## config.mk

```make
export PLATFORM = sky130hd
export DESIGN_NAME = risc_exec_datapath
export DESIGN_NICKNAME = d
export VERILOG_FILES = /design/src/rtl/risc_pkg.sv /design/src/rtl/regfile_2r1w.sv /design/src/rtl/risc_exec_datapath.sv
export SDC_FILE = /design/constraint.sdc
export NUM_CORES = 2
export LEC_CHECK = 0
export CAP_MARGIN = 15
export CORE_UTILIZATION = 50
export DETAILED_ROUTE_END_ITERATION = 7
export PLACE_DENSITY = 0.68
export SLEW_MARGIN = 40
export SYNTH_ARGS = -nofsm -noshare
export SYNTH_HDL_FRONTEND = slang
export SYNTH_SLANG_ARGS = --single-unit
```

## constraint.sdc

```tcl
create_clock -name clk -period 21.8 [get_ports clk]
set_input_delay 5.45 -clock clk [delete_from_list [all_inputs] [get_ports clk]]
set_output_delay 5.45 -clock clk [all_outputs]
set_load 0.1 [all_outputs]
```

## src/rtl/risc_pkg.sv

```systemverilog
// rtl/risc_pkg.sv - shared constants, ALU opcodes and operand-select codes for the execution datapath
package risc_pkg;

   localparam int WIDTH   = 32;
   localparam int NREGS   = 16;
   localparam int AW      = 4;
   localparam int PC_SIZE = 10;

   typedef enum logic [3:0] {
      ALU_ADD = 4'd0,
      ALU_SUB = 4'd1,
      ALU_AND = 4'd2,
      ALU_OR  = 4'd3,
      ALU_XOR = 4'd4,
      ALU_NOR = 4'd5,
      ALU_NOT = 4'd6,
      ALU_SLL = 4'd7,
      ALU_SRL = 4'd8,
      ALU_SRA = 4'd9,
      ALU_INC = 4'd10,
      ALU_DEC = 4'd11,
      ALU_SLT = 4'd12,
      ALU_SGT = 4'd13,
      ALU_LUI = 4'd14,
      ALU_HAM = 4'd15
   } alu_op_e;

   localparam logic A_SEL_REG = 1'b0;
   localparam logic A_SEL_NPC = 1'b1;
   localparam logic B_SEL_REG = 1'b0;
   localparam logic B_SEL_IMM = 1'b1;

endpackage

```

## src/rtl/regfile_2r1w.sv

```systemverilog
// rtl/regfile_2r1w.sv - register file with two registered read ports and one write port
module regfile_2r1w
   import risc_pkg::*;
#(
   parameter int DW = WIDTH,
   parameter int NR = NREGS
) (
   input  logic          clk,
   input  logic          rst,
   input  logic          rd_en1,
   input  logic [AW-1:0] rd_addr1,
   input  logic          rd_en2,
   input  logic [AW-1:0] rd_addr2,
   input  logic          wr_en,
   input  logic [AW-1:0] wr_addr,
   input  logic [DW-1:0] wr_data,
   output logic [DW-1:0] rd_data1,
   output logic [DW-1:0] rd_data2
);

   logic [DW-1:0] regs [NR];

   // Write-first bypass: a read of the register being written returns the new data.
   always_ff @(posedge clk) begin
      if (rst) begin
         for (int i = 0; i < NR; i++) regs[i] <= '0;
         rd_data1 <= '0;
         rd_data2 <= '0;
      end else begin
         if (wr_en) regs[wr_addr] <= wr_data;
         if (rd_en1) rd_data1 <= (wr_en && wr_addr == rd_addr1) ? wr_data : regs[rd_addr1];
         if (rd_en2) rd_data2 <= (wr_en && wr_addr == rd_addr2) ? wr_data : regs[rd_addr2];
      end
   end

endmodule

```

## src/rtl/risc_exec_datapath.sv

```systemverilog
// rtl/risc_exec_datapath.sv - register file, operand muxes and registered 16-op ALU
module risc_exec_datapath
   import risc_pkg::*;
#(
   parameter int WIDTH   = risc_pkg::WIDTH,
   parameter int PC_SIZE = risc_pkg::PC_SIZE
) (
   input  logic               clk,
   input  logic               rst,
   input  logic               rd_en1,
   input  logic [3:0]         rd_addr1,
   input  logic               rd_en2,
   input  logic [3:0]         rd_addr2,
   input  logic               wr_en,
   input  logic [3:0]         wr_addr,
   input  logic [WIDTH-1:0]   wr_data,
   output logic [WIDTH-1:0]   rd_data1,
   output logic [WIDTH-1:0]   rd_data2,
   input  logic [PC_SIZE-1:0] npc,
   input  logic [WIDTH-1:0]   imm,
   input  logic               a_sel,
   input  logic               b_sel,
   input  logic [3:0]         alu_op,
   output logic [WIDTH-1:0]   alu_result,
   output logic               alu_zero,
   output logic               alu_carry
);

   logic [WIDTH-1:0] op1, op2, res;
   logic [WIDTH:0]   ext;
   logic             carry;
   logic [4:0]       shamt;

   regfile_2r1w #(.DW(WIDTH), .NR(NREGS)) u_regfile (
      .clk      (clk),
      .rst      (rst),
      .rd_en1   (rd_en1),
      .rd_addr1 (rd_addr1),
      .rd_en2   (rd_en2),
      .rd_addr2 (rd_addr2),
      .wr_en    (wr_en),
      .wr_addr  (wr_addr),
      .wr_data  (wr_data),
      .rd_data1 (rd_data1),
      .rd_data2 (rd_data2)
   );

   assign op1   = (a_sel == A_SEL_NPC) ? {{(WIDTH-PC_SIZE){1'b0}}, npc} : rd_data1;
   assign op2   = (b_sel == B_SEL_IMM) ? imm : rd_data2;
   assign shamt = op2[4:0];

   // Arithmetic ops go through a WIDTH+1 sum so the top bit is carry (or borrow for subtracts).
   always_comb begin
      res   = '0;
      ext   = '0;
      carry = 1'b0;
      case (alu_op_e'(alu_op))
         ALU_ADD: begin ext = {1'b0, op1} + {1'b0, op2};         res = ext[WIDTH-1:0]; carry = ext[WIDTH]; end
         ALU_SUB: begin ext = {1'b0, op1} - {1'b0, op2};         res = ext[WIDTH-1:0]; carry = ext[WIDTH]; end
         ALU_INC: begin ext = {1'b0, op1} + (WIDTH+1)'(1);       res = ext[WIDTH-1:0]; carry = ext[WIDTH]; end
         ALU_DEC: begin ext = {1'b0, op1} - (WIDTH+1)'(1);       res = ext[WIDTH-1:0]; carry = ext[WIDTH]; end
         ALU_AND: res = op1 & op2;
         ALU_OR:  res = op1 | op2;
         ALU_XOR: res = op1 ^ op2;
         ALU_NOR: res = ~(op1 | op2);
         ALU_NOT: res = ~op1;
         ALU_SLL: res = op1 << shamt;
         ALU_SRL: res = op1 >> shamt;
         ALU_SRA: res = $signed(op1) >>> shamt;
         ALU_SLT: res = WIDTH'($signed(op1) < $signed(op2));
         ALU_SGT: res = WIDTH'($signed(op1) > $signed(op2));
         ALU_LUI: res = op2 << 16;
         ALU_HAM: for (int i = 0; i < WIDTH; i++) res = res + WIDTH'(op1[i]);
         default: res = '0;
      endcase
   end

   always_ff @(posedge clk) begin
      if (rst) begin
         alu_result <= '0;
         alu_zero   <= 1'b0;
         alu_carry  <= 1'b0;
      end else begin
         alu_result <= res;
         alu_zero   <= (res == '0);
         alu_carry  <= carry;
      end
   end

endmodule

```

======== Word-level counts from Yosys, hierarchy flattened ========
Memories as Yosys holds them, arrays and structs flattened. A register that Yosys moved wholly into a read port is not among the register bits.
Index checks and enable logic that the tools add are counted.
word-level totals
  register bits after elaboration ......... 34
  memory bits (writable) .................. 512
  memories kept ........................... 1
memory list
  memory          depth  bits a word  rd ports  clocked after Yosys merged registers in  wr ports  RTL line            RTL
  u_regfile.regs  16     32           2         2                                        16        regfile_2r1w.sv:21  logic [DW-1:0] regs [NR];
cells by class
  $add $sub $neg .......................... 35
  magnitude comparators ................... 2
  eq/ne operators ......................... 15
  shift operators ......................... 3
  muxes and demuxes ....................... 12
  bitwise gates (word level) .............. 5
  reductions and logical operators ........ 3
operators with widths
  operator                                                              count
  32-bit case mux with 16 select lines                                  1
  32-bit 2-to-1 mux                                                     3
  32-bit inverter                                                       2
  32-bit by 1-bit adder with 33-bit output, second input constant       1
  32-bit by 32-bit adder with 33-bit output                             1
  32-bit by 1-bit subtractor with 33-bit output, second input constant  1
  32-bit by 32-bit subtractor with 33-bit output                        1
  31-bit by 1-bit adder with 32-bit output                              1
  32-bit AND                                                            1
  4-bit equality test, second input constant                            8
  32-bit greater-than comparator                                        1
  32-bit zero test                                                      1
  32-bit less-than comparator                                           1
  32-bit OR                                                             1
  32-bit OR reduction                                                   1
  32-bit by 5-bit << shifter with 32-bit output                         1
  32-bit by 5-bit right shift with 32-bit output                        1
  32-bit by 5-bit >>> shifter with 32-bit output                        1
  32-bit XOR                                                            1
  30-bit by 1-bit adder with 31-bit output                              1
  29-bit by 1-bit adder with 30-bit output                              1
  28-bit by 1-bit adder with 29-bit output                              1
  27-bit by 1-bit adder with 28-bit output                              1
  26-bit by 1-bit adder with 27-bit output                              1
  other kinds (32)                                                      41

======== Depth between registers and ports, before layout ========
  word-level depth ........................ 34
  mapped depth ............................ 27
  mapped depth without buffers ............ 24

======== Modules after synthesis ========
From an unflattened synthesis, not the netlist that was laid out.
second synthesis, totals
  cells, all modules ...................... 4,372
  area, all modules ....................... 45,229.6 um^2
modules (own cells, without submodules)
  module              times used  cells an instance  area an instance (um^2)  sequential area each (um^2)
  regfile_2r1w        1           2,219              30,285.3                 16,656.0
  risc_exec_datapath  1           2,153              14,944.3                 680.7

======== Worst setup path after synthesis ========
Ideal clock, no wire load.
  path type ............................... input-to-reg
  start ................................... in a_sel
  end ..................................... reg alu_zero
  arrival time ............................ 11.962 ns
  slack ................................... 9.750 ns
  stages .................................. 23
  path buffers ............................ 3
  path through ............................ buf_2 -> buf_4 -> buf_2 -> mux2i_1 -> fa_1 -> fa_1 -> fa_1 -> fa_1 -> fa_1 -> fa_1 -> inv_1 -> ha_1 -> fa_1 -> xor2_1 -> a22o_1 -> a211oi_1 -> a31oi_1 -> a211oi_1 -> nor2b_1 -> nand4b_1 -> nor4_1 -> nand4_1 -> nor4_2
on the way
  word-level cells in the longest chain between the ends .. 34
ends and longest elaborated chain
  element                                   RTL line                  RTL
  start: declaration                        risc_exec_datapath.sv:21  input logic a_sel,
  32-bit 2-to-1 mux *                       risc_exec_datapath.sv:48  assign op1 = (a_sel == A_SEL_NPC) ? {{(WIDTH-PC_SIZE){1'b0}}, npc} : rd_data1;
  1-bit by 1-bit adder with 2-bit output    risc_exec_datapath.sv:73  ALU_HAM: for (int i = 0; i < WIDTH; i++) res = res + WIDTH'(op1[i]);
  2-bit by 1-bit adder with 3-bit output    risc_exec_datapath.sv:73
  3-bit by 1-bit adder with 4-bit output    risc_exec_datapath.sv:73
  4-bit by 1-bit adder with 5-bit output    risc_exec_datapath.sv:73
  5-bit by 1-bit adder with 6-bit output    risc_exec_datapath.sv:73
  6-bit by 1-bit adder with 7-bit output    risc_exec_datapath.sv:73
  7-bit by 1-bit adder with 8-bit output    risc_exec_datapath.sv:73
  (+18 left out)                            --
  26-bit by 1-bit adder with 27-bit output  risc_exec_datapath.sv:73
  27-bit by 1-bit adder with 28-bit output  risc_exec_datapath.sv:73
  28-bit by 1-bit adder with 29-bit output  risc_exec_datapath.sv:73
  29-bit by 1-bit adder with 30-bit output  risc_exec_datapath.sv:73
  30-bit by 1-bit adder with 31-bit output  risc_exec_datapath.sv:73
  31-bit by 1-bit adder with 32-bit output  risc_exec_datapath.sv:73
  32-bit case mux with 16 select lines *    risc_exec_datapath.sv:57  case (alu_op_e'(alu_op))
  32-bit zero test *                        risc_exec_datapath.sv:85  alu_zero <= (res == '0);
  end signal: assignment                    risc_exec_datapath.sv:85
  end: declaration                          risc_exec_datapath.sv:25  output logic alu_zero,
Mark *: on every way between the ends. The rest lies on a longest branch, timed or not.
A chain may end at the register's enable or synchronous reset.

======== Worst setup path in the final report ========
Same ends and word-level chain as after synthesis.

==> run summary <==
Hold Crit Class = flop to flop
Final antenna-violating net count = 0
Via/cell ratio = 7.19
Worst-path fanout max = 73
Global route overflow = 0
Fraction of registers with async set/reset = 0%
Static Leak = 18.3 nW
Input/output buffers = 194
Final cell count without fillers = 5296
H-tree depth = 3
MaxCap Viol Count = 0
Drt total wl = 198000 um
Routed via count = 38.1k
Top post-synthesis cells by area = edfxtp_1 (34%), mux4_2 (18%), and2_1 (7.4%), dfxtp_1 (4.4%), mux2i_1 (3.6%)
Placer Congestion = 1.11
Fin crit share = 60.6%
Synth Register Bits = 610
FF+latch area = 17300 um^2
Post-synthesis cell type count = 99
Largest net degree at the start of global routing = 79
Crit-path max cell delay = 0.68 ns
Post-synth EDFFs = 512
Starting Density = 50.5%
CTS Buffer Depth = 3
Worst setup EP type = flop
Postcts setup bufs = 0
CTS resizes = 0
Max frequency = 75.6 MHz
Total Power = 3.75 mW
DRC viols = 1
Placement Rows = 109
Clock skew = 0.0387 ns
Post-synthesis sequential area ratio = 38.9%
Root Buffer = clkbuf_16
Crit path time final = 13.22 ns
Core Box Area = 88400 um^2
Clock Sinks = 610
P&R area growth vs syn = 11.6%
Mapped Cells = 4033
Die ar. = 90400 um^2
CP Data Arrival Time = 13.78 ns
Final setup viols = 0
Die height = 301 um
WP data required = 22.36 ns
DR iter-0 viols = 5590
Number of fill cells = 7503
Final Hold Fails = 0
Drt pass-1 iters = 8
Pwr dens = 75.4 nW/um^2
Area of the multi-input gates = 25700 um^2
Placed cell count = 5156
Chip Width = 301 um
Critical Path Start Type = input pin
Routed WL per cell = 37.4 um
Worst slew pin tran = 0.942 ns
Slew headroom = 35.4%
Most frequent CP cell = fa_1
First-pass GRT wire length = 277000 um
Pins Over Slew Limit = 0
Vias in the first global route = 36.6k
Slowest CP cell = buf_4
CTS tree = yes
Yosys top cell by area = edfxtp_1
Main synth FF type = edfxtp_1
DP HPWL = 136000 um
Layout cells sized above 1 = 20.5%
Worst-path clk slew = 0.06 ns
Synth Warn # = 0
Status = complete, but fails checks
Inserted Clock Buffers = 69
Place WS = 8.17 ns
GRT Util Overall = 43.7%
# hold bufs at CTS = 0
Final #Nets = 4293
Initial antenna violation count = 22
Mapped Area = 44600 um^2
Setup Crit Path Kind = input pin to flop
Setup ws final = 8.58 ns
Reg2Reg Setup Slack = 13.88 ns
RSZ-0062 raised after global routing = false
Maximum VDD drop = 0.0000877 V
Syn_nets = 4262
Setup TNS = 0 ns
Failing checks = DRC
Syn avg cell area = 11.1 um^2
Later-pin clock latency in the skew report = 0.67 ns
Yosys top cell area share = 34.5%
Ports = 195
synthesized netlist by cell type (29+ instances only):
cell / count
and2_1: 526
edfxtp_1: 512
mux4_2: 347
nor2_1: 288
clkbuf_1: 278
nand2_1: 195
mux2i_1: 160
a21oi_1: 148
o21ai_0: 111
ha_1: 106
inv_1: 105
a211oi_1: 100
dfxtp_1: 98
nor3_1: 88
buf_1: 66
nand3_1: 66
xnor2_1: 44
o211ai_1: 42
nand2b_1: 39
a22oi_1: 37
nor2b_1: 35
nor4_1: 34
mux2_2: 32
or2_2: 30
nand4_1: 29
worst max-delay path: cells and delay by family:
| family | cells | cell delay, ns |
|---|---|---|
| adder cells (fa/ha/maj) | 7 | 3.46 |
| buffers and inverters | 6 | 1.77 |
| AND/OR/NAND/NOR | 6 | 1.61 |
| AO/OA/AOI/OAI | 6 | 1.43 |
worst paths after layout:
path,from,to,cells past startpoint
setup / recovery,a_sel,alu_zero$_SDFF_PP0_,25
hold / removal,u_regfile.rd_data2[21]$_SDFFE_PP0P_,u_regfile.rd_data2[21]$_SDFFE_PP0P_,2
setup reg to reg,u_regfile.rd_data1[21]$_SDFFE_PP0P_,alu_zero$_SDFF_PP0_,21
hold reg to reg,u_regfile.rd_data2[21]$_SDFFE_PP0P_,u_regfile.rd_data2[21]$_SDFFE_PP0P_,2
layout by cell type (no fill, tap or decap), types with 110 or more instances in the layout:
master and instances:
a21oi_1 146, edfxtp_1 512, mux2i_1 154, and2_1 526, mux4_2 347, buf_4 134
nor2_1 273, o21ai_0 110, nand2_1 195
flip-flops by register name (all words and copies together), names as in the netlist:
signal,cells
u_regfile.rd_data2,32
u_regfile.regs,512
alu_zero,1
u_regfile.rd_data1,32
alu_result,32
alu_carry,1
kinds of logic (layout without fill, tap and decap cells):
group / count (synthesis) / in the layout / share of synthesized area [%]
and+or+nand+nor: 1433 / 1433 / 17.4
AOI/OAI and AO/OA: 758 / 758 / 11.9
DFF: 610 / 610 / 38.9
muxes: 545 / 545 / 22.2
buffers and inverters: 494 / 578 / 4.30
adders and majority gates: 132 / 132 / 4.14
xor gates and xnor gates: 61 / 61 / 1.20
other: 0 / 14 / 0
per-layer routing:
metal / vias to the layer above / track usage, % / wire length, um
met2: 2850 / 67.4 / 89900
met1: 18920 / 53.5 / 69800
met4: 16 / 30.2 / 15700
li1: 15493 / - / -
met5: - / 1.11 / 225
met3: 784 / 11.9 / 22500
report_power, final:
group	switching (mW)	total [mW]	leakage, nW	internal, mW
Combinational	0.796	1.19	11.5	0.394
Sequential	0.0551	1.39	5.70	1.34
Clock	0.499	1.17	1.09	0.671
final cells by class:
class                           count  share of cell area [%]
Antenna cell                       14                  0.0704
Clock buffer                       89                    3.77
Clock inverter                     35                   0.724
Inverter                          120                   0.910
Multi-Input combinational cell   2929                    51.6
Sequential cell                   610                    34.8
Tap cell                         1165                    2.93
Timing Repair Buffer              334                    5.19
through the flow:
| step | hold slack (ns) | cell area [um^2] | util, % |
|---|---|---|---|
| finish | 0.499 | 49800 | 56.3 |
| global route | 0.527 | 49700 | 56.3 |
| CTS | 0.506 | 49700 | 56.2 |
| detailed placement | 0.491 | 47400 | 53.7 |
| global placement | 0.494 | 47700 | 54.0 |
| floorplan | 0.932 | 44600 | - |
(Power assumes the default switching activity.)
